$ cat config.mk
export PLATFORM = sky130hd
export DESIGN_NAME = trigger_recorder
export DESIGN_NICKNAME = d
export VERILOG_FILES = /design/src/rtl/trigger_recorder.sv
export SDC_FILE = /design/constraint.sdc
export NUM_CORES = 1
export LEC_CHECK = 0
export BUFFER_PORTS_ARGS = -buffer_cell sky130_fd_sc_hd__buf_4
export CORE_MARGIN = 8
export CORE_UTILIZATION = 60
export DETAILED_ROUTE_END_ITERATION = 10
export GPL_ROUTABILITY_DRIVEN = 0
export PLACE_DENSITY_LB_ADDON = 0.1
export RECOVER_POWER = 100
export SYNTH_ARGS = -nofsm -noshare
export SYNTH_HDL_FRONTEND = slang
export SYNTH_SLANG_ARGS = --single-unit
$ cat constraint.sdc
create_clock -name clk -period 5.9 [get_ports clk]
set_input_delay 0.295 -clock clk [delete_from_list [all_inputs] [get_ports clk]]
set_output_delay 0.295 -clock clk [all_outputs]
set_load 0.1 [all_outputs]
$ cat src/rtl/trigger_recorder.sv
// trigger_recorder
//   Timestamps trigger-decoder pulses and queues them as records in a
//   first-word-fall-through FIFO for a downstream consumer.
//
//   Record layout: {type[1:0], evt_num[EVT_W-1:0], timestamp[TS_W-1:0]}
//     type 2'b00 = L1A, 2'b01 = pseudo-L1A, 2'b10 = delta
//
// Ports
//   clk        system clock, all logic on the rising edge
//   rst        asynchronous active-high reset
//   l1a        L1 accept pulse (pushes a record, advances evt_num)
//   pl1a       pseudo-L1A pulse (pushes a record)
//   align      align pulse (zeroes timestamp and evt_num, no record)
//   delta      delta pulse (pushes a record)
//   rd_en      consumer pop request
//   rec_valid  FIFO holds at least one record, rec_data is valid
//   rec_data   oldest record in the FIFO (zero when empty)
//   fifo_full  FIFO holds 2^AW records
//   ovf_cnt    saturating count of records dropped because the FIFO was full
//   evt_num    current event number
module trigger_recorder #(
  parameter int TS_W  = 32,
  parameter int EVT_W = 24,
  parameter int AW    = 4
) (
  input  logic                    clk,
  input  logic                    rst,
  input  logic                    l1a,
  input  logic                    pl1a,
  input  logic                    align,
  input  logic                    delta,
  input  logic                    rd_en,
  output logic                    rec_valid,
  output logic [2+EVT_W+TS_W-1:0] rec_data,
  output logic                    fifo_full,
  output logic [15:0]             ovf_cnt,
  output logic [EVT_W-1:0]        evt_num
);

  localparam int RW    = 2 + EVT_W + TS_W;
  localparam int DEPTH = 1 << AW;
  localparam logic [AW:0] FULL_COUNT = (AW + 1)'(DEPTH);

  typedef enum logic [1:0] {
    REC_L1A   = 2'b00,
    REC_PL1A  = 2'b01,
    REC_DELTA = 2'b10
  } rec_type_t;

  logic [TS_W-1:0] timestamp;
  logic [AW-1:0]   wr_ptr;
  logic [AW-1:0]   rd_ptr;
  logic [AW:0]     count;
  logic [RW-1:0]   mem [DEPTH];

  logic            push_req;
  rec_type_t       push_type;
  logic            is_empty;
  logic            is_full;
  logic            push;
  logic            pop;
  logic            drop;

  // Pick the single winning trigger. Align beats everything and never
  // produces a record; among the rest l1a beats pl1a beats delta, and the
  // losers simply vanish.
  always_comb begin
    push_req  = 1'b0;
    push_type = REC_L1A;
    if (!align) begin
      if (l1a) begin
        push_req  = 1'b1;
        push_type = REC_L1A;
      end else if (pl1a) begin
        push_req  = 1'b1;
        push_type = REC_PL1A;
      end else if (delta) begin
        push_req  = 1'b1;
        push_type = REC_DELTA;
      end
    end
  end

  // FIFO handshake. A pop frees a slot at the same edge, so a full FIFO
  // still accepts a push when the consumer is reading; only an unserved
  // push into a full FIFO is a drop.
  always_comb begin
    is_empty = (count == '0);
    is_full  = (count == FULL_COUNT);
    pop      = rd_en && !is_empty;
    push     = push_req && (!is_full || pop);
    drop     = push_req && is_full && !pop;
  end

  // Free-running timestamp; align restarts it so the following cycle reads 0.
  always_ff @(posedge clk or posedge rst) begin
    if (rst) begin
      timestamp <= '0;
    end else if (align) begin
      timestamp <= '0;
    end else begin
      timestamp <= timestamp + 1'b1;
    end
  end

  // Event number advances on every winning l1a, including one that gets
  // dropped on overflow, so downstream can see the gap in numbering.
  always_ff @(posedge clk or posedge rst) begin
    if (rst) begin
      evt_num <= '0;
    end else if (align) begin
      evt_num <= '0;
    end else if (l1a) begin
      evt_num <= evt_num + 1'b1;
    end
  end

  // Record storage. It is not reset; stale contents are hidden because
  // rec_data is forced to zero whenever the FIFO is empty.
  always_ff @(posedge clk) begin
    if (push) begin
      mem[wr_ptr] <= {push_type, evt_num, timestamp};
    end
  end

  // Pointers wrap naturally at 2^AW; count carries the extra bit that
  // tells full apart from empty.
  always_ff @(posedge clk or posedge rst) begin
    if (rst) begin
      wr_ptr <= '0;
      rd_ptr <= '0;
      count  <= '0;
    end else begin
      if (push) begin
        wr_ptr <= wr_ptr + 1'b1;
      end
      if (pop) begin
        rd_ptr <= rd_ptr + 1'b1;
      end
      case ({push, pop})
        2'b10:   count <= count + 1'b1;
        2'b01:   count <= count - 1'b1;
        default: count <= count;
      endcase
    end
  end

  // Dropped-record counter sticks at its maximum rather than wrapping.
  always_ff @(posedge clk or posedge rst) begin
    if (rst) begin
      ovf_cnt <= '0;
    end else if (drop && (ovf_cnt != 16'hFFFF)) begin
      ovf_cnt <= ovf_cnt + 16'd1;
    end
  end

  // Fall-through head of the FIFO.
  always_comb begin
    rec_valid = !is_empty;
    fifo_full = is_full;
    rec_data  = is_empty ? '0 : mem[rd_ptr];
  end

endmodule

Yosys cells after proc, flatten, opt, wreduce, memory -nomap -nowiden
Memory sizes are Yosys's and may differ from the RTL's.
Cells that the tools add are included.
W data, S select, Z words.
{ "word_totals": {"mem_bits_rw": 928, "mem_count": 1, "word_cells": 45, "out_inout_bits": 100, "inputBits": 7, "ff_bits": 85} }
{ "memory_table": {"columns": ["name", "depth", "word_bits", "read_ports", "rd_ports_with_merged_regs", "wr", "line_no", "source"], "rows": [
  ["mem", 16, 58, 1, 0, 1, "54", "logic [RW-1:0] mem [DEPTH];"]
]} }
{ "op_classes": {"add_sub_neg": 7, "n_reduce_logical": 12, "eq_ne": 4, "n_mux": 15} }
{ "ops": {"columns": ["cell", "count"], "rows": [
  ["$mux W58", 1],
  ["$mux W24", 2],
  ["$add A32 B1 Y32 const B", 1],
  ["$mux W32", 1],
  ["$add A24 B1 Y24 const B", 1],
  ["$add A16 B1 Y16 const B", 1],
  ["$ne A16 B16 Y1 const B", 1],
  ["$pmux W5 S2", 1],
  ["$add A4 B1 Y4 const B", 2],
  ["$mux W2", 4],
  ["$mux W1", 6],
  ["$add A5 B1 Y5 const B", 1],
  ["$eq A5 B5 Y1 const B", 1],
  ["$logic_and A1 B1 Y1", 5],
  ["$logic_not A5 Y1", 1],
  ["$sub A5 B1 Y5 const B", 1],
  ["$reduce_bool A2 Y1", 2],
  ["$logic_not A1 Y1", 3],
  ["$eq A2 B1 Y1 const B", 1],
  ["$eq A2 B2 Y1 const B", 1],
  ["$logic_or A1 B1 Y1", 1]
]} }

Logic depth before layout (Yosys ltp)
Gate-level depths: netlist of run 1.
{ "depth": {"word_depth": 7, "ltp_mapped": 9, "mapped_depth_nobuf": 8} }

Worst setup path after synthesis of run 1
No wires, ideal clock.
{ "synth_path": {"path_kind": "register to register", "from": "reg count[4]", "to": "mem mem[12][0] (netlist name) (enable)", "path_slack_ps": 1536, "period_less_slack_ps": 4364, "arrival_ps": 3889, "n_path_buf": 0, "setup_time_ps": 474, "required_time_ps": 5426, "path_stages_with_launch": 5, "cell_sequence": "dfrtp_1 -> nor2b_1 -> a211oi_1 -> nand3_1 -> nor2_1"} }
{ "synth_via": {"elab_chain_cells": 7, "elab_cells_between_ends": 9, "cone_classes": "eq/ne (1); mux (2); reduce/logical (6)"} }
{ "synth_rtl": {"columns": ["item", "line_no", "source"], "rows": [
  ["start, declared", "53", "logic [AW:0] count;"],
  ["start signal, assigned", "141", "2'b10: count <= count + 1'b1;"],
  ["start signal, assigned", "142", "2'b01: count <= count - 1'b1;"],
  ["start signal, assigned", "143", "default: count <= count;"],
  ["$logic_not A5 Y1", "88", "is_empty = (count == '0);"],
  ["$logic_not A1 Y1", "90", "pop = rd_en && !is_empty;"],
  ["$logic_and A1 B1 Y1", "90", null],
  ["$logic_or A1 B1 Y1 (*)", "91", "push = push_req && (!is_full || pop);"],
  ["$logic_and A1 B1 Y1 (*)", "91", null],
  ["$mux W1 (*)", "121", "if (push) begin"],
  ["$mux W1 (implied by the code) (*)", "122", "mem[wr_ptr] <= {push_type, evt_num, timestamp};"],
  ["end, declared", "54", null]
]} }
Mark *: on every way between the ends. The rest lies on a longest branch, timed or not.

Worst setup path after layout of run 1
{ "layout_path": {"from": "reg rd_ptr[1]", "to": "out rec_data[19]"} }
{ "layout_via": {"elab_chain_cells": 2} }
{ "layout_rtl": {"columns": ["item", "line_no", "source"], "rows": [
  ["start, declared", "52", "logic [AW-1:0] rd_ptr;"],
  ["start signal, assigned", "138", "rd_ptr <= rd_ptr + 1'b1;"],
  ["$mem_v2 Z16 W58", null, null],
  ["$mux W58", "161", "rec_data = is_empty ? '0 : mem[rd_ptr];"],
  ["end, declared", "34", "output logic [2+EVT_W+TS_W-1:0] rec_data,"]
]} }
Every way passes these cells.

==> impl_results.md, run 1 <==
* Initial antenna violation count at 0
* RSZ-0062 raised after global routing: no
* Die area at between 0.07 and 0.08 mm2
* Sw power at around 0.0083 W
* Area Overhead vs Synth at 11.7%
* DR top layer: met4
* WL met3 at about 5200 um
* Sw frac at 0.370
* Fill cells at 4,157
* First-pass GRT wire length at between 100,000 and 150,000 um
* Relative slew slack at -0.704
* Int Power at 0.0142 W
* Async S/R FF share, synth at 0.0839
* Max VDD drop at ~0.69 mV
* H-Tree Depth at 3
* Syn Nets at 1,901
* Synth warn at 0
* Flop pwr share at 0.386
* DP Wirelength at roughly 44,000 um
* Synthesized area per cell at 21.0 um2
* Post-DR wirelength/cell at around 28 um
* ANT nets after route at 0
* Chip Width at between 200 and 300 um
* Yosys reg bits at approximately 1,000
* M1 wire length at 34,400 um
* Clock buffer depth at 3
* CP Capture Type: output pin
* Worst endpoint required time at about 5600 ps
* PwrDens at around 500 mW/mm2
* Skew final at approximately 13 ps
* Worst-Margin Slew at approximately 2500 ps
* Drt first pass iters at 7
* Status: complete, but fails checks
* Combinational share of power at 0.343
* Arrival time at the worst endpoint at 4470 ps
* # resized after CTS at 0
* Register area at around 0.03 mm2
* CTS tree: done
* Clk sinks at approximately 1,000
* Worst Hold Class: in2reg
* MaxCap Viol Count at 11
* Number of buffers added on ports at 106
* Clock power frac at 0.271
* Metal2 WL at 40,700 um
* Number of global-route vias before repair at roughly 20,000
* CTS root buf: clkbuf_16
* Clock Latency Late Sink at 650 ps
* Main synth FF type: edfxtp_1
* Hold Path Depth at 2
* Worst-path clk slew at 60 ps
* Setup TNS at 0 ps
* Final max-slew violation count at between 500 and 600
* Post-Route WL at 81,900 um
* Net count, final at ~2,000
* Static leakage at between 15 and 20 nW
* Final hold vios at 0
* Initial Util at 0.604
* Total power at 0.0225 W
* Max Freq at approximately 210 MHz
* Crit Path Max Fanout at 59
* Cell count after synthesis at between 1,500 and 2,000
* Hold_buf cts at 3
* EDFF count, synth at about 930
* Fraction of layout cells with a size suffix above 1 at 0.209
* Cell Area, Placed at a little over 0.04 mm2
* Ant diodes at 0
* Non-Filler Instances at a little under 3,000
* Seq/Total Area, Yosys at 0.758
* Final setup violation count at 0
* Synthesized area at 0.0396 mm2
* Top Ports at about 110
* Gr ovfl total at 0
* Total Routing Usage GR at 0.224
* Core Footprint at between 0.06 and 0.07 mm2
* Via Count at 19,100
* Crit Path Class: reg2out
* Initial DRC Count at ~1,800
* Min cycle time layout at around 4800 ps
* Post-CTS Setup Inserts at 0
* Final Util at 0.674
* Post-placement cell count at roughly 2,800
* Site row count at 94
* Cell area after layout at 0.0442 mm2
* Pin count of the biggest net entering global routing at 73
* Chip height at between 200 and 300 um
* CTS Buf Count at between 90 and 100
* Worst R2R Path Depth at 4
* Failing checks: capacitance limit, slew limit
* Multi-input logic area at about 0.009 mm2
* Period Utilization, post-route at 0.807
* Yosys cell types at 49
* CP Launch Type: flop
* Vias per cell at approximately 6.4
* Residual DRC at 0
path summary, 6_finish.rpt:
path / end / startpoint / slack, ps
worst max-delay path: rec_data[19] / rd_ptr[1] / 1140
worst min-delay path: evt_num[3] / align / 220
worst max register to register: mem[1][19] / count[4] / 1910
worst min register to register: ovf_cnt[14] / ovf_cnt[14] / 510
max in group asynchronous: rd_ptr[0] / rst / 3840
min in group asynchronous: timestamp[0] / rst / 600
worst max-delay path: stages (launching register included):
cell      delay (ps)
dfrtp_2         1520
buf_4            680
mux4_2           320
mux2i_1           80
o22ai_1          200
clkbuf_1         940
flip-flops by register name, indices dropped and copies added, names as in the netlist:
register	flops
count	5
evt_num	24
mem	928
ovf_cnt	16
rd_ptr	4
timestamp	32
wr_ptr	4
layout by cell type (no fill, tap or decap), drive strengths merged, types with 16 or more instances in the layout:
| master | instances |
|---|---|
| nand4 | 20 |
| or4 | 18 |
| xnor2 | 21 |
| o22ai | 58 |
| clkinv | 34 |
| clkbuf | 234 |
| nand3 | 26 |
| nand2 | 25 |
| xor2 | 23 |
| nor2 | 37 |
| a21oi | 31 |
| mux4 | 232 |
| inv | 16 |
| or3 | 17 |
| o21ai | 20 |
| edfxtp | 928 |
| mux2i | 117 |
| dfrtp | 85 |
| buf | 39 |
cells in the mapped netlist (3+ instances only):
library cell	number	area share
edfxtp_1	928	0.70
mux4_2	232	0.13
mux2i_1	117	0.030
dfrtp_1	85	0.054
o22ai_1	58	0.0092
clkbuf_1	50	0.0047
nor2_1	37	0.0035
a21oi_1	31	0.0039
nand3_1	26	0.0033
nand2_1	25	0.0024
buf_1	23	0.0022
xor2_1	23	0.0051
buf_2	22	0.0028
xnor2_1	21	0.0046
nand4_1	20	0.0032
o21ai_0	19	0.0024
or3_1	17	0.0027
or4_1	17	0.0032
inv_1	16	0.0015
and2_1	13	0.0021
o31ai_1	13	0.0025
and4_1	12	0.0027
ha_1	11	0.0035
mux2_2	11	0.0031
and3_1	9	0.0014
a211oi_1	5	0.00095
nor2b_1	5	0.00079
nor4_1	5	0.00079
nor3b_1	4	0.00076
a2111oi_2	3	0.0011
nor3_1	3	0.00038
metrics by stage:
stage	hold slack [ps]	setup WS, ps
3_3_place_gp	341	2460
5_1_grt	226	942
2_1_floorplan	454	1540
4_1_cts	68.6	1970
6_report	224	1140
3_5_place_dp	352	2320
layout make-up:
type,instances,share of cell area
tap,864,0.0245
sequential,1013,0.679
clock inverter,42,0.00850
timing repair buffer,136,0.0171
clock buffer,140,0.0626
inverter,16,0.00139
multi-input combinational,757,0.207
logic make-up after synthesis:
logic type / synth area share
and+or+nand+nor: 0.0295
xor gates and xnor gates: 0.00974
DFF: 0.758
AOI/OAI and AO/OA: 0.0222
adders and majority gates: 0.00399
muxes: 0.165
buffers and inverters: 0.0114
routing by layer:
metal	up-vias	track usage
li1	8135	-
met1	10200	0.316
met2	650	0.365
met3	116	0.0398
met4	0	0.0579
met5	-	0
power by group through the flow:
stage | clock network (W) | logic [W] | registers, W
after floorplan | 0 | 0.00638 | 0.00863
after global placement | 0 | 0.00808 | 0.00879
after detailed placement | 0 | 0.00813 | 0.00883
after CTS | 0.00621 | 0.00815 | 0.00868
after global routing | 0.00649 | 0.00812 | 0.00873
final | 0.00612 | 0.00773 | 0.00869
No activity file was read; power rests on OpenSTA's default activity.
==> inputs of run 2 (changes only) <==
clock period = 4.86 ns   (was 5.9 ns; I/O delays follow)
==> run 2 against run 1 <==
Against the previous run: the run still ends with capacitance limit, slew limit left; critical path depth unchanged; worst setup slack worse by 530 ps; sequential power increased by 21%; utilization increased by 0.60 points; largest cell class unchanged.
==> impl_results.md, run 2 (synthesis results as in run 1) <==
* Status: complete, but fails checks
* Failing checks: capacitance limit, slew limit
* RSZ-0062 raised after global routing: no
* Gr ovfl total at 0 (unchanged)
* Post-Route WL at 83,400 um (+1.8%)
* Biggest register: mem
* Total Routing Usage GR at 0.227 (+0.00286)
* Max VDD drop at 0.796 mV (+16%)
* Critical-path cell list: nor4_1 -> nand2b_1 -> nand2_2 -> o22ai_1 -> clkbuf_2
* Number of global-route vias before repair at 20,200 (-0.45%)
* Via Count at 19,100 (+0.23%)
* Worst-Margin Slew at 1930 ps (-590 ps)
* Worst R2R Path Depth at 5 (+1)
* CP Launch Point: count[1]
* Clk sinks at 1,013 (unchanged)
* Commonest non-fill, non-tap cells in the layout: 928 x edfxtp_1, 232 x mux4_2, 117 x mux2i_1, 100 x clkbuf_16, 82 x dfrtp_1
* Post-CTS Setup Inserts at 0 (unchanged)
* Initial DRC Count at 1,868 (+4.0%)
* Relative slew slack at -0.287 (+0.417)
* Setup TNS at 0 ps (unchanged)
* Skew final at 25.7 ps (+12.7 ps)
* Worst Hold Class: in2reg
* First-pass GRT wire length at 127,000 um (+0.38%)
* Fraction of layout cells with a size suffix above 1 at 0.240 (+0.0318)
* Regs by FF count: mem (928), timestamp (32), evt_num (24)
* Area Overhead vs Synth at 12.7%
* Commonest non-fill, non-tap cell in the layout: edfxtp_1
* End point of the critical path: rec_data[23]
* H-Tree Depth at 3 (unchanged)
* Post-DR wirelength/cell at 27.9 um (+1.2%)
* CTS root buf: clkbuf_16
* Final hold vios at 0 (unchanged)
* Drt first pass iters at 5 (-2)
* Period Utilization, post-route at 0.874
* RR Endpoint: mem[4][2]
* Crit Path Class: reg2out
* Static leakage at 15.3 nW (+1.9%)
* Final Util at 0.680 (+0.00596)
* Worst-path clk slew at 60 ps (about the same)
* Die area at 0.0744 mm2 (unchanged)
* Min cycle time layout at 4250 ps
* Reg2reg setup slack at 1110 ps (-800 ps)
* Initial antenna violation count at 0 (unchanged)
* Chip Width at 273 um (unchanged)
* Number of buffers added on ports at 106 (unchanged)
* Max reg flops at 928 (unchanged)
* Worst endpoint required time at 4620 ps (-990 ps)
* Clock buffer depth at 3 (unchanged)
* Post-placement cell count at 2,798 (+0.54%)
* Core Footprint at 0.0655 mm2 (unchanged)
* Residual DRC at 0 (unchanged)
* Clock Latency Late Sink at 660 ps (about the same)
* MaxCap Viol Count at 4 (-7)
* PwrDens at 623 mW/mm2 (+22%)
* Ant diodes at 0 (unchanged)
* Final setup violation count at 0 (unchanged)
* Top Ports at 107 (unchanged)
* Arrival time at the worst endpoint at 4010 ps (-460 ps)
* Chip height at 273 um (unchanged)
* Net count, final at 2,058 (+0.83%)
* Vias per cell at 6.40 (-0.34%)
* DP Wirelength at 45,900 um (+4.3%)
* Max Freq at approximately 240 MHz
* Slowest-stage cell, CP: nand2_2
* Crit Path Max Fanout at 58 (-1.7%)
* CTS tree: done
* Non-Filler Instances at 2,985 (+0.57%)
* Pin count of the biggest net entering global routing at 69 (-5.5%)
* ANT nets after route at 0 (unchanged)
* CP Launch Type: flop
* Initial Util at 0.604 (unchanged)
* Worst reg2reg path startpoint: count[4]
* Final max-slew violation count at 163 (-72%)
* CTS Buf Count at 98 (unchanged)
* Slowest stage delay, CP at 1160 ps (-360 ps)
* CP Capture Type: output pin
* Site row count at 94 (unchanged)
==> run 2: cell types whose count changed in the layout (fill, tap and decap cells not counted), sizes merged <==
cell | before | now
dlygate4sd3 | 3 | 5
buf | 39 | 33
clkbuf | 234 | 244
inv | 16 | 17
clkinvlp | 1 | 7
bufinv | 7 | 12
clkinv | 34 | 33
==> run 2: routing by layer <==
layer | wire (um) | GRT usage | up-vias
met3 | 4830 | 0.0331 | 91
met1 | 35500 | 0.323 | 10200
li1 | - | - | 8190
met5 | 0 | 0 | -
met4 | 1360 | 0.0551 | 0
met2 | 41700 | 0.373 | 652
==> run 2: through the flow <==
| step | setup WS (ps) | total power, W | area, um2 | hold WS (ps) |
|---|---|---|---|---|
| 2_1_floorplan | 496 | 0.0182 | 39600 | 405 |
| 3_3_place_gp | 1550 | 0.0206 | 41600 | 290 |
| 3_5_place_dp | 1400 | 0.0206 | 41600 | 296 |
| 4_1_cts | 1030 | 0.0283 | 45000 | 81.5 |
| 5_1_grt | 496 | 0.0288 | 44600 | 395 |
| 6_report | 612 | 0.0278 | 44600 | 379 |
==> run 2: worst max-delay path, delay by kind of cell, from the launching register on <==
family          cells  cell delay (ps)
simple gates        3             2060
buf+inv             1              480
flops               1              430
compound gates      1              300
==> run 2: final cells by class <==
cell class | count | area [um2]
fillers | 4116 | 20900
multi-input cells | 757 | 9140
flip-flops and latches | 1013 | 30000
clock inverters | 53 | 611
clock buffers | 129 | 2720
repair buffers | 153 | 948
inverters | 16 | 61.3
well taps | 864 | 1080
==> run 2: how the worst min path moves through the flow <==
stage	start	depth (start not counted)	endpoint
2_1_floorplan	rd_en	2	rd_ptr[2]
3_3_place_gp	rst	2	timestamp[6]
3_5_place_dp	rst	2	timestamp[6]
4_1_cts	pl1a	3	mem[3][57]
5_1_grt	delta	4	count[4]
6_report	delta	4	count[4]
==> run 2: power breakdown <==
group          switching [W]  total (W)  internal (W)
logic                0.00662    0.00952       0.00290
registers           0.000436     0.0105        0.0101
clock network        0.00316    0.00774       0.00459
total                 0.0102     0.0278        0.0176
==> run 2: what timing repair did <==
| item | CTS | global route |
|---|---|---|
| hold buffers | 5 | 0 |
| gates resized for setup | 0 | 0 |
| endpoints found under the hold margin | 47 | 0 |
